## config.mk

```make
export PLATFORM = sky130hd
export DESIGN_NAME = alu_nbit_seq
export DESIGN_NICKNAME = d
export VERILOG_FILES = /design/src/rtl/alu_nbit_seq.sv
export SDC_FILE = /design/constraint.sdc
export NUM_CORES = 1
export LEC_CHECK = 0
export ABC_AREA = 1
export CELL_PAD_IN_SITES_DETAIL_PLACEMENT = 1
export CELL_PAD_IN_SITES_GLOBAL_PLACEMENT = 1
export CORE_ASPECT_RATIO = 1.1
export CORE_MARGIN = 3
export CORE_UTILIZATION = 25
export CTS_BUF_LIST = sky130_fd_sc_hd__clkbuf_2 sky130_fd_sc_hd__clkbuf_4 sky130_fd_sc_hd__clkbuf_8
export DETAILED_ROUTE_END_ITERATION = 7
export PLACE_DENSITY_LB_ADDON = 0.1
export SYNTH_ARGS = -nofsm -noshare
export SYNTH_HDL_FRONTEND = slang
export SYNTH_SLANG_ARGS = --single-unit
```

## constraint.sdc

```tcl
create_clock -name clk -period 2.4 [get_ports clk]
set_clock_uncertainty 0.1 [all_clocks]
set_input_delay 0.48 -clock clk [delete_from_list [all_inputs] [get_ports clk]]
set_output_delay 0.48 -clock clk [all_outputs]
set_load 0.05 [all_outputs]
```

## src/rtl/alu_nbit_seq.sv

```systemverilog
`default_nettype none
// +----------------------------------------------------------------------------+
// | Module      : alu_nbit_seq                                                 |
// | Description : Sequential N-bit ALU. AND/OR/ADD/SUB/SLT finish in a single  |
// |               cycle. SRL shifts one bit per cycle. The optional MULU is an |
// |               unsigned shift-add multiplier that takes one bit per cycle.  |
// |               Results are registered and held between valid pulses.        |
// | Options     : define ALU_MULTU_EN to build the MUL state and opcode 100    |
// |               (MULU). Without it, opcode 100 is undefined and hi is 0.     |
// | Revision    : 1.0  initial release                                         |
// +----------------------------------------------------------------------------+
module alu_nbit_seq #(
  parameter int WIDTH = 32   // power of two, 4..64
) (
  input  logic             clk,
  input  logic             rst,
  input  logic             start,
  input  logic [2:0]       Signal,
  input  logic [WIDTH-1:0] a,
  input  logic [WIDTH-1:0] b,
  output logic             ready,
  output logic             valid,
  output logic [WIDTH-1:0] result,
  output logic [WIDTH-1:0] hi,
  output logic             zero,
  output logic             overflow
);

  localparam int SHW  = $clog2(WIDTH);
  // One extra bit so the multiply step count (WIDTH) fits in the counter
  localparam int CNTW = SHW + 1;
  localparam int MSB  = WIDTH - 1;

  localparam logic [2:0] c_OP_AND  = 3'b000;
  localparam logic [2:0] c_OP_OR   = 3'b001;
  localparam logic [2:0] c_OP_ADD  = 3'b010;
  localparam logic [2:0] c_OP_SRL  = 3'b011;
  localparam logic [2:0] c_OP_SUB  = 3'b110;
  localparam logic [2:0] c_OP_SLT  = 3'b111;
`ifdef ALU_MULTU_EN
  localparam logic [2:0] c_OP_MULU = 3'b100;
`endif

  typedef enum logic [1:0] {
    S_IDLE  = 2'd0,
    S_SHIFT = 2'd1
`ifdef ALU_MULTU_EN
    ,
    S_MUL   = 2'd2
`endif
  } state_t;

  state_t            r_state;
  state_t            w_state_nxt;

  logic [WIDTH-1:0]  r_acc;       // SRL: value being shifted; MULU: multiplier / low product
  logic [CNTW-1:0]   r_cnt;       // remaining iterations of the multi-cycle op
  logic              r_valid;
  logic [WIDTH-1:0]  r_result;
  logic              r_zero;
  logic              r_ovf;

  logic [WIDTH-1:0]  w_acc_nxt;
  logic [CNTW-1:0]   w_cnt_nxt;
  logic              w_wr;        // commit a finished operation to the output registers
  logic [WIDTH-1:0]  w_res_nxt;
  logic              w_ovf_nxt;

`ifdef ALU_MULTU_EN
  logic [WIDTH-1:0]  r_phi;       // running high half of the product
  logic [WIDTH-1:0]  r_mcand;     // captured multiplicand
  logic [WIDTH-1:0]  r_hi;
  logic [WIDTH-1:0]  w_phi_nxt;
  logic [WIDTH-1:0]  w_mcand_nxt;
  logic [WIDTH-1:0]  w_hi_nxt;
  logic [WIDTH:0]    w_madd;      // partial sum including carry-out
`endif

  // Single-cycle arithmetic shared by ADD, SUB and SLT
  logic [WIDTH-1:0]  w_sum;
  logic [WIDTH-1:0]  w_diff;
  logic              w_ovf_add;
  logic              w_ovf_sub;
  logic              w_slt;
  logic [SHW-1:0]    w_shamt;
  logic [WIDTH-1:0]  w_shr;

  assign w_sum     = a + b;
  assign w_diff    = a - b;
  assign w_ovf_add = (a[MSB] == b[MSB]) && (w_sum[MSB] != a[MSB]);
  // For subtraction B is effectively inverted, so the sign test flips on b
  assign w_ovf_sub = (a[MSB] != b[MSB]) && (w_diff[MSB] != a[MSB]);
  assign w_slt     = w_diff[MSB] ^ w_ovf_sub;
  assign w_shamt   = b[SHW-1:0];
  assign w_shr     = r_acc >> 1;

`ifdef ALU_MULTU_EN
  assign w_madd = {1'b0, r_phi} + (r_acc[0] ? {1'b0, r_mcand} : {(WIDTH+1){1'b0}});
`endif

  assign ready    = (r_state == S_IDLE);
  assign valid    = r_valid;
  assign result   = r_result;
  assign zero     = r_zero;
  assign overflow = r_ovf;
`ifdef ALU_MULTU_EN
  assign hi       = r_hi;
`else
  assign hi       = '0;
`endif

  // State register
  always_ff @(posedge clk or posedge rst) begin
    if (rst) begin
      r_state <= S_IDLE;
    end else begin
      r_state <= w_state_nxt;
    end
  end

  // Next-state, iteration datapath and result selection
  always_comb begin
    w_state_nxt = r_state;
    w_acc_nxt   = r_acc;
    w_cnt_nxt   = r_cnt;
    w_wr        = 1'b0;
    w_res_nxt   = r_result;
    w_ovf_nxt   = 1'b0;
`ifdef ALU_MULTU_EN
    w_phi_nxt   = r_phi;
    w_mcand_nxt = r_mcand;
    w_hi_nxt    = '0;
`endif
    case (r_state)
      S_IDLE: begin
        if (start) begin
          case (Signal)
            c_OP_AND: begin
              w_wr      = 1'b1;
              w_res_nxt = a & b;
            end
            c_OP_OR: begin
              w_wr      = 1'b1;
              w_res_nxt = a | b;
            end
            c_OP_ADD: begin
              w_wr      = 1'b1;
              w_res_nxt = w_sum;
              w_ovf_nxt = w_ovf_add;
            end
            c_OP_SUB: begin
              w_wr      = 1'b1;
              w_res_nxt = w_diff;
              w_ovf_nxt = w_ovf_sub;
            end
            c_OP_SLT: begin
              w_wr      = 1'b1;
              w_res_nxt = {{(WIDTH-1){1'b0}}, w_slt};
            end
            c_OP_SRL: begin
              // A zero shift has nothing to iterate, so it finishes now
              if (w_shamt == '0) begin
                w_wr      = 1'b1;
                w_res_nxt = a;
              end else begin
                w_acc_nxt   = a;
                w_cnt_nxt   = {1'b0, w_shamt};
                w_state_nxt = S_SHIFT;
              end
            end
`ifdef ALU_MULTU_EN
            c_OP_MULU: begin
              w_acc_nxt   = b;
              w_mcand_nxt = a;
              w_phi_nxt   = '0;
              w_cnt_nxt   = CNTW'(WIDTH);
              w_state_nxt = S_MUL;
            end
`endif
            default: begin
              w_wr      = 1'b1;
              w_res_nxt = '0;
            end
          endcase
        end
      end
      S_SHIFT: begin
        // The last shift goes straight to the output so valid and IDLE coincide
        if (r_cnt == CNTW'(1)) begin
          w_wr        = 1'b1;
          w_res_nxt   = w_shr;
          w_state_nxt = S_IDLE;
        end else begin
          w_acc_nxt = w_shr;
          w_cnt_nxt = r_cnt - CNTW'(1);
        end
      end
`ifdef ALU_MULTU_EN
      S_MUL: begin
        // Add the multiplicand when the current multiplier bit is set, then
        // shift the {carry, high, low} product right by one
        w_phi_nxt = w_madd[WIDTH:1];
        w_acc_nxt = {w_madd[0], r_acc[WIDTH-1:1]};
        if (r_cnt == CNTW'(1)) begin
          w_wr        = 1'b1;
          w_res_nxt   = w_acc_nxt;
          w_hi_nxt    = w_phi_nxt;
          w_state_nxt = S_IDLE;
        end else begin
          w_cnt_nxt = r_cnt - CNTW'(1);
        end
      end
`endif
      default: begin
        w_state_nxt = S_IDLE;
      end
    endcase
  end

  // Iteration registers for the multi-cycle ops
  always_ff @(posedge clk or posedge rst) begin
    if (rst) begin
      r_acc   <= '0;
      r_cnt   <= '0;
`ifdef ALU_MULTU_EN
      r_phi   <= '0;
      r_mcand <= '0;
`endif
    end else begin
      r_acc   <= w_acc_nxt;
      r_cnt   <= w_cnt_nxt;
`ifdef ALU_MULTU_EN
      r_phi   <= w_phi_nxt;
      r_mcand <= w_mcand_nxt;
`endif
    end
  end

  // Output registers: updated only when an op completes, otherwise held
  always_ff @(posedge clk or posedge rst) begin
    if (rst) begin
      r_valid  <= 1'b0;
      r_result <= '0;
      r_zero   <= 1'b1;
      r_ovf    <= 1'b0;
`ifdef ALU_MULTU_EN
      r_hi     <= '0;
`endif
    end else begin
      r_valid <= w_wr;
      if (w_wr) begin
        r_result <= w_res_nxt;
        r_zero   <= (w_res_nxt == '0);
        r_ovf    <= w_ovf_nxt;
`ifdef ALU_MULTU_EN
        r_hi     <= w_hi_nxt;
`endif
      end
    end
  end

endmodule
`default_nettype wire
```

; After elaboration in Yosys (flattened, before gate mapping)
; Index checks and enable logic that the tools add are counted.
[totals]
reg_bits = 75
latchBits = 0
ram_bits = 0
rom_bits = 0
inputBits = 70
output_inout_bits = 68
elab_cells = 66
n_memories = 0
[op_classes]
n_addsub = 3
mul = 0
div_mod_pow = 0
order_cmp = 0
n_eq_ne = 16
shift = 0
n_mux = 28
bitwise_logic = 3
n_reduce_logical = 9
[ops]
columns = operator, n
row1 = 32-bit two-way mux, 7
row2 = 32-bit case mux with 6 select lines, 1
row3 = 32-bit case mux with 2 select lines, 2
row4 = 32-bit adder, 1
row5 = 32-bit AND, 1
row6 = 32-bit zero test, 1
row7 = 32-bit OR, 1
row8 = 32-bit subtractor, 1
row9 = 6-bit two-way mux, 4
row10 = 6-bit case mux with 2 select lines, 1
row11 = 2-bit two-way mux, 4
row12 = 2-bit != test (second input constant), 4
row13 = 3-bit by 2-bit equality test with 1-bit output (second input constant), 2
row14 = 3-bit equality test (second input constant), 2
row15 = 6-bit by 1-bit equality test with 1-bit output (second input constant), 1
row16 = 1-bit two-way mux, 6
row17 = 6-bit by 1-bit subtractor with 6-bit output (second input constant), 1
row18 = 5-bit zero test, 1
row19 = 5-bit AND reduction, 1
row20 = 1-bit case mux with 2 select lines, 2
row21 = 2-bit case mux with 2 select lines, 1
row22 = 4-bit AND reduction, 1
row23 = 3-bit by 1-bit equality test with 1-bit output (second input constant), 1
row24 = 3-bit zero test, 1
row25 = 8 further kinds, 11

; Longest topological paths before layout
; Gate-level depths: netlist of run 1.
[depth]
word_depth = 8
depth_mapped = 31
mapped_depth_nobuf = 30

; Worst setup path after synthesis of run 1
; No wires, ideal clock.
[synth_timing]
path_type = input-to-reg
start = input b[3]
end = register r_zero (netlist: zero)
setup_time_ns = 0.061
arrival_ns = 3.224
t_required_ns = 2.239
setup_slack_ns = -0.985
path_stages = 27
path_buffers = 1
cell_sequence = inv_1 > ha_1 > buf_2 > nor2_1 > nand3_1 > nand3_2 > nand2_1 > nand2_1 > nand2_1 > nand2_1 > a221oi_1 > fa_1 > a21oi_1 > o21ai_0 > nor2_1 > nand2_1 > nand2_1 > nand2_1 > a21oi_1 > nand3_1 > nor2_1 > nand3_1 > nor2_1 > nand2_1 > nor2_1 > nand3_1 > nand2_1
[synth_via]
elab_chain_len = 8
elab_cells_between_ends = 17
cone_classes = add/sub: 2 / eq/ne: 1 / mux: 8 / bitwise: 3 / reduce/logical: 3
[synth_rtl]
columns = item, line_no
row1 = "start, declared", 20  ; input logic [WIDTH-1:0] b,
row2 = 32-bit subtractor, 89  ; assign w_diff = a - b;
row3 = 1-bit != test, 92  ; assign w_ovf_sub = (a[MSB] != b[MSB]) && (w_diff[MSB] != a[MSB]);
row4 = 1-bit logical AND, 92
row5 = 1-bit bitwise XOR, 93  ; assign w_slt = w_diff[MSB] ^ w_ovf_sub;
row6 = 32-bit case mux with 6 select lines, 137  ; case (Signal)
row7 = 32-bit two-way mux, 136  ; if (start) begin
row8 = 32-bit case mux with 2 select lines, 134  ; case (r_state)
row9 = 32-bit zero test, 253  ; r_zero <= (w_res_nxt == '0);
row10 = "end signal, assigned", 253
row11 = "end, declared", 60  ; logic r_zero;
; Several ways; a longest one is shown, not always the timed one.
; A chain may end at the register's enable or synchronous reset.

; Final worst setup path of run 1
[layout_timing]
start = input b[5]
end = register r_zero (netlist: zero)
[layout_via]
elab_chain_len = 8
elab_cells_between_ends = 11
cone_classes = add/sub: 2 / eq/ne: 1 / mux: 3 / bitwise: 3 / reduce/logical: 2
[layout_rtl]
columns = item, line_no
row1 = 32-bit subtractor, 89
row2 = 1-bit != test, 92
row3 = 1-bit logical AND, 92
row4 = 1-bit bitwise XOR, 93
row5 = 32-bit case mux with 6 select lines *, 137
row6 = 32-bit two-way mux *, 136
row7 = 32-bit case mux with 2 select lines *, 134
row8 = 32-bit zero test *, 253
; Mark *: on every way between the ends. The rest lies on a longest branch, timed or not.

==> tab_implementation.tex, run 1 <==
\begin{tabular}{lr}
\hline
Metric & Value \\
\hline
\multicolumn{2}{l}{\textbf{STA}} \\
Final worst path period need & between 3000 and 4000 ps \\
Final setup violation count & 21 \\
Worst path setup slack after routing & -826.5 ps \\
Slew at the pin closest to its max-slew limit & between 500 and 600 ps \\
Setup\_tns & -5197 ps \\
Ratio of final minimum period to clock period & 134.4\% \\
Unrepaired setup endpoints after global routing & true \\
Highest attainable clock frequency & slightly above 300 MHz \\
Final hold violation count & 0 \\
Max-slew violations & 0 \\
Worst max-slew margin expressed relative to the limit & between 60\% and 70\% \\
\multicolumn{2}{l}{\textbf{Drt}} \\
DRC violations left & 0 \\
Overall routed net length & $\sim$63000 µm \\
Total vias in the final route & 14990 \\
Remaining number of nets flagged by the antenna check after routing & 0 \\
Wire per inst & $\sim$20 µm \\
Number of search-and-repair iterations in the first detailed-routing pass & 5 \\
Drt first-iter violations & between 600 and 700 \\
Via density & roughly 4.8 \\
\multicolumn{2}{l}{\textbf{Finish}} \\
Post-route cell area & just under 20000 µm² \\
\# fillers & $\sim$5600 \\
Post-layout nets & around 2700 \\
Share of cells above drive strength 1 & 46.91\% \\
Area added between synthesis and finish & 78.23\% \\
\multicolumn{2}{l}{\textbf{Pwr}} \\
Peak supply drop & around 800 µV \\
Total power divided by cell area & 601.8 nW/µm² \\
Leak pwr & roughly 10 nW \\
\multicolumn{2}{l}{\textbf{Placement}} \\
Routability congestion estimate & between 0.9 and 1 \\
Instance area after placement & around 16000 µm² \\
Buffers on Ports & 105 \\
Half-perimeter wire length after placement & about 52000 µm \\
\multicolumn{2}{l}{\textbf{Yosys}} \\
Top flip-flop cell by instance count after synthesis & dfrtp\_1 \\
Number of enable-type register cells in the synthesized netlist & 0 \\
Library cell with the highest instance count after synthesis & nand2\_1 \\
Distinct cells, synth & slightly above 40 \\
Sequential-to-total area share from yosys stat & 16.48\% \\
Async set-or-reset flop fraction in the synthesized netlist & 100.0\% \\
Count of synthesis-stage warnings from yosys & 0 \\
Number of register bits inferred by synthesis & 73 \\
Top post-synthesis cells by count & nand2\_1 (664), inv\_1 (385), nand3\_1 (165) \\
Average footprint of a synthesized cell & approximately 5.7 µm² \\
Library cell with the largest summed area after synthesis & nand2\_1 \\
Count of mapped cells out of synthesis & 1952 \\
Netlist area before placement & $\sim$11000 µm² \\
Portion of synthesized cell area occupied by the leading cell type & 22.47\% \\
Biggest area contributors in the synthesized netlist & nand2\_1 (22\%), dfrtp\_1 (16\%), inv\_1 (13\%) \\
\multicolumn{2}{l}{\textbf{Setup path}} \\
CP startpoint kind & input pin \\
Largest stage delay, worst path & roughly 360 ps \\
Critical path's slowest cell & fa\_2 \\
CP Class & input pin to flip-flop \\
Critical path startpoint & b[5] \\
Critical Path Most Common Cell & nand2\_2 \\
Largest fanout on the critical path & 2 \\
CP endpoint kind & flip-flop \\
Required arrival time at the worst endpoint & 2630 ps \\
Reg2Reg Setup Slack & 0 ps \\
Reg-to-reg critical path startpoint & r\_cnt[1]\$\_DFFE\_PP0P\_ \\
Arrival @ worst endpoint & 3460 ps \\
\multicolumn{2}{l}{\textbf{Global routing}} \\
Number of antenna violations at the first check in global routing & 1 \\
Vias in the first global route & 15960 \\
First-pass GRT wire length & 93610 µm \\
Maximum number of pins on one net before global-route repair & 39 \\
Total global routing overflow & 0 \\
Global-route total usage across every layer & a little over a quarter \\
\multicolumn{2}{l}{\textbf{Die}} \\
Num rows & 80 \\
Floorplan die area & $\sim$47000 µm² \\
I/O pin total & around 140 \\
Horizontal extent of the die & between 200 and 250 µm \\
Starting utilization of the core area & between 20\% and 30\% \\
Die extent in y & between 200 and 250 µm \\
Core area & $\sim$44000 µm² \\
\multicolumn{2}{l}{\textbf{Clocking}} \\
Clock tree buffer depth & 2 \\
CTS root buffer & clkbuf\_8 \\
Clock edge transition at the registers on the reported setup and hold paths & 80 ps \\
Number of buffers created by CTS & 9 \\
Number of levels the H-tree was split into & 3 \\
Clk sink count & 73 \\
Clock network latency to the later pin of the worst-skew pair & 380 ps \\
Clock tree from TritonCTS & done \\
\multicolumn{2}{l}{\textbf{Flow run}} \\
Max Cap Violations & 0 \\
\multicolumn{2}{l}{\textbf{Outcome}} \\
Outcome & finished with violations \\
Violated checks & negative setup slack \\
\multicolumn{2}{l}{\textbf{Worst hold path}} \\
Worst hold path class & input pin to asynchronous set/reset pin \\
\hline
\end{tabular}
routing by layer:
layer | vias to the layer above | GRT usage [%] | routed length [µm]
met5 | - | 0 | 0
met4 | 0 | 8.636 | 2016
met3 | 82 | 2.445 | 1741
met2 | 267 | 43.35 | 29540
met1 | 7363 | 36.74 | 29750
li1 | 7279 | - | -
layout by cell type (no fill, tap or decap), types with 26 or more instances in the layout:
cell type | synthesis | routed
buf_4 | 42 | 509
nand2_1 | 664 | 486
inv_1 | 385 | 272
nand2_2 | 2 | 132
nand3_1 | 165 | 99
inv_2 | 5 | 86
dfrtp_1 | 72 | 71
buf_6 | 6 | 65
nor2_1 | 126 | 61
o21ai_0 | 64 | 54
nand3_2 | 5 | 45
o211ai_1 | 45 | 45
nand2_4 | 0 | 43
ha_1 | 97 | 43
ha_4 | 0 | 40
clkdlybuf4s50_1 | 0 | 40
nor2_4 | 0 | 39
a21oi_1 | 59 | 34
nor2_2 | 7 | 33
conb_1 | 1 | 32
nand4_1 | 29 | 29
nand3_4 | 0 | 26
buf_2 | 37 | 26
critical path, delay by kind of cell:
family / cells / cell delay (ps)
AO/OA/AOI/OAI: 4 / 390
buffers and inverters: 2 / 190
AND/OR/NAND/NOR: 19 / 1760
adder cells (fa/ha/maj): 2 / 610
report_power, final:
group	switching (W)	internal, W	total [W]
sequential	0.000402	0.00179	0.00220
combinational	0.00524	0.00353	0.00877
clock	0.000514	0.000419	0.000934
total	0.00616	0.00574	0.0119
worst paths after layout:
check | depth (start not counted) | endpoint
setup / recovery | 27 | zero$_DFFE_PP1P_
hold / removal | 2 | valid$_DFF_PP0_
setup reg to reg | 15 | zero$_DFFE_PP1P_
hold reg to reg | 1 | overflow$_DFFE_PP0P_
max in group asynchronous | 3 | result[0]$_DFFE_PP0P_
min in group clk | 4 | r_acc[15]$_DFFE_PP0P_
state kept, by name (all words and copies together), names as in the netlist:
register / flops
overflow: 1
r_acc: 31
r_cnt: 6
r_state: 1
result: 32
valid: 1
zero: 1
through the flow:
stage	power, W	setup WS, ps	instances	utilization, %	hold slack [ps]
5_1_grt	0.01275	-1135	3146	45.31	346.2
6_report	0.01190	-826.5	3146	45.31	335.2
2_1_floorplan	0.006247	-832.9	1983	-	389.6
3_3_place_gp	0.009720	-1880	3024	37.45	394.1
3_5_place_dp	0.009823	-1961	3024	37.45	381.0
4_1_cts	0.01151	-898.6	3120	42.72	315.5
kinds of logic (layout without fill, tap and decap cells):
kind of cell               after synthesis  count (layout)  synth area share [%]
DFF                                     73              73                 16.48
adders and majority gates              100             100                 11.48
and+or+nand+nor                       1025            1025                 38.43
AOI/OAI and AO/OA                      252             252                 14.22
other                                    1              33               0.03380
buffers and inverters                  498            1086                 19.12
xor gates and xnor gates                 3               3                0.2369
area by class of cell:
| class | count | area [µm²] | area share, % |
|---|---|---|---|
| timing repair buffer | 680 | 5758 | 29.12 |
| inverter | 390 | 1569 | 7.935 |
| multi-input combinational | 1412 | 9726 | 49.18 |
| clock buffer | 13 | 153.9 | 0.7783 |
| clock inverter | 3 | 17.52 | 0.08859 |
| sequential | 73 | 1829 | 9.251 |
| antenna | 1 | 2.502 | 0.01266 |
| tap | 574 | 718.2 | 3.632 |
repair_timing:
item,in CTS,in global routing
setup buffers,89,37
resized for setup,719,287
endpoints found under the setup margin,68,57
pin swaps,162,150
hold buffers,0,0
No activity file was read; power rests on OpenSTA's default activity.
==> run 2, diff against run 1 <==
Settings changed: CORE_MARGIN 3 to unset, CTS_BUF_LIST sky130_fd_sc_hd__clkbuf_2 sky130_fd_sc_hd__clkbuf_4 sky130_fd_sc_hd__clkbuf_8 to sky130_fd_sc_hd__clkbuf_2.
Clock period 2.4 ns to 3 ns, I/O delays scaled along.
==> tab_implementation.tex, run 2 (synthesis gave the netlist of run 1 again) <==
\begin{tabular}{lr}
\hline
Metric & Value \\
\hline
\multicolumn{2}{l}{\textbf{Outcome}} \\
Outcome & finished with violations \\
Violated checks & negative setup slack \\
\multicolumn{2}{l}{\textbf{STA}} \\
Max-slew violations & 0 \\
Final setup violation count & 2 \\
Setup\_tns & -126.2 ps \\
Worst max-slew margin expressed relative to the limit & a little under three fifths \\
Worst hold margin & approximately 290 ps \\
Ratio of final minimum period to clock period & 103.0\% \\
Worst path setup slack after routing & -89.86 ps \\
Highest attainable clock frequency & roughly 320 MHz \\
Unrepaired setup endpoints after global routing & true \\
Final hold violation count & 0 \\
Slew at the pin closest to its max-slew limit & roughly 650 ps \\
Final worst path period need & 3090 ps \\
\multicolumn{2}{l}{\textbf{Placement}} \\
Buffers on Ports & 105 \\
Total instance count after detailed placement & between 2000 and 3000 \\
Routability congestion estimate & 0.9595 \\
Instance area after placement & 15900 µm² \\
Half-perimeter wire length after placement & a little over 50000 µm \\
\multicolumn{2}{l}{\textbf{Global routing}} \\
First-pass GRT wire length & roughly 90000 µm \\
Vias in the first global route & 15130 \\
Global-route total usage across every layer & between 20\% and 30\% \\
Number of antenna violations at the first check in global routing & 1 \\
Total global routing overflow & 0 \\
Maximum number of pins on one net before global-route repair & 46 \\
\multicolumn{2}{l}{\textbf{Setup path}} \\
Cells on worst reg2reg path & 15 \\
Largest fanout on the critical path & 3 \\
Reg-to-reg critical path startpoint & r\_cnt[1]\$\_DFFE\_PP0P\_ \\
CP startpoint kind & input pin \\
Required arrival time at the worst endpoint & approximately 3400 ps \\
Capture point of the worst reg-to-reg path & zero\$\_DFFE\_PP1P\_ \\
Arrival @ worst endpoint & between 3000 and 4000 ps \\
CP endpoint kind & flip-flop \\
Reg2Reg Setup Slack & between 300 and 400 ps \\
CP Class & input pin to flip-flop \\
\multicolumn{2}{l}{\textbf{Drt}} \\
Via density & roughly 4.7 \\
Number of search-and-repair iterations in the first detailed-routing pass & 5 \\
Wire per inst & 19.76 µm \\
Total vias in the final route & 14380 \\
Remaining number of nets flagged by the antenna check after routing & 0 \\
Overall routed net length & 60410 µm \\
DRC violations left & 0 \\
Drt first-iter violations & roughly 740 \\
\multicolumn{2}{l}{\textbf{Finish}} \\
Area added between synthesis and finish & 55.09\% \\
\# fillers & 5759 \\
Most common cell after layout, fill and taps aside & nand2\_1 \\
Post-layout nets & between 2000 and 3000 \\
Share of cells above drive strength 1 & between 30 and 40\% \\
Max reg flops & 32 \\
Most frequent cells in the layout & nand2\_1 (617), buf\_4 (474), inv\_1 (299) \\
Post-route cell area & $\sim$17000 µm² \\
Final cell count without fillers & roughly 3000 \\
\multicolumn{2}{l}{\textbf{Flow run}} \\
Max Cap Violations & 0 \\
\multicolumn{2}{l}{\textbf{Die}} \\
Die extent in y & between 200 and 250 µm \\
Core area & between 40000 and 50000 µm² \\
I/O pin total & between 100 and 150 \\
Floorplan die area & around 45000 µm² \\
Num rows & 80 \\
Horizontal extent of the die & about 200 µm \\
Starting utilization of the core area & roughly a quarter \\
\multicolumn{2}{l}{\textbf{Clocking}} \\
Post-cts hold buffer count & 0 \\
Clock network latency to the later pin of the worst-skew pair & 610 ps \\
Clock tree from TritonCTS & done \\
Clk sink count & 73 \\
Clock tree buffer depth & 2 \\
Number of levels the H-tree was split into & 3 \\
Clock edge transition at the registers on the reported setup and hold paths & roughly 210 ps \\
CTS root buffer & clkbuf\_2 \\
Number of buffers created by CTS & 9 \\
\multicolumn{2}{l}{\textbf{Worst hold path}} \\
Worst hold path class & input pin to asynchronous set/reset pin \\
\multicolumn{2}{l}{\textbf{Pwr}} \\
Total power divided by cell area & approximately 490 nW/µm² \\
Leak pwr & approximately 9.4 nW \\
Peak supply drop & $\sim$580 µV \\
\hline
\end{tabular}
-- run 2: cell types whose count changed in the layout (fill, tap and decap cells not counted), moves of 35 or more --
| cell | delta |
|---|---|
| buf_4 | -35 |
| nand2_1 | +131 |
| nand2_2 | -92 |
| nor2_1 | +42 |
| buf_6 | -46 |
| nand3_1 | +50 |
-- run 2: per-stage QoR --
stage / setup slack, ps / total power [W] / util, %
finish: -89.86 / 0.008431 / 39.52
global route: -278.5 / 0.009083 / 39.52
CTS: -106.2 / 0.008342 / 38.61
detailed placement: -1533 / 0.007561 / 36.51
global placement: -1469 / 0.007476 / 36.51
floorplan: -363.3 / 0.004986 / -
-- run 2: area by class of cell --
type | instances | area, µm² | share of cell area (%)
inverter | 390 | 1539 | 8.944
clock inverter | 3 | 18.77 | 0.1091
tap | 574 | 718.2 | 4.174
sequential | 73 | 1829 | 10.63
clock buffer | 12 | 60.06 | 0.3490
multi-input combinational | 1412 | 8269 | 48.06
timing repair buffer | 592 | 4770 | 27.72
antenna | 1 | 2.502 | 0.01454
-- run 2: critical path, cell delays in order --
cell and delay, ps:
clkdlybuf4s15_2 220, inv_2 70, ha_2 190, inv_2 60, buf_4 130, fa_2 350
buf_4 150, nand3_1 120, nand2_2 100, nand2_2 110, nand3_2 110, nand3_1 170
nand3_1 100, nand3_1 120, nand3_2 150, nand2_1 130, nand2_1 90, a21oi_4 180
nand2_1 80, nor2_1 120, nand3_1 90, nand2_1 60
-- run 2: timing repair --
item	4_1_cts	5_1_grt
pin swaps	74	77
gates resized for setup	423	120
endpoints found under the setup margin	21	8
setup buffers	34	23
-- run 2: per-layer routing --
metal / part of all wire [%] / GRT usage [%] / vias to the layer above
met4: 2.7 / 8.101 / 0
met5: 0 / 0 / -
met3: 2.9 / 1.212 / 65
met1: 50 / 38.48 / 6955
met2: 45 / 43.16 / 262
li1: - / - / 7095
-- run 2: power by group --
part	switching (W)	internal (W)	leakage, nW
registers	0.000411	0.00143	0.912
clock network	0.000383	0.000114	0.0618
logic	0.00378	0.00231	8.40
-- run 2: how the worst max path moves through the flow --
stage                     from               end  depth (start not counted)
after global placement    a[5]  zero$_DFFE_PP1P_                         27
after global routing      a[8]  zero$_DFFE_PP1P_                         27
after detailed placement  a[7]  zero$_DFFE_PP1P_                         27
final                     a[0]  zero$_DFFE_PP1P_                         22
after CTS                 b[7]  zero$_DFFE_PP1P_                         27
after floorplan           b[3]  zero$_DFFE_PP1P_                         27
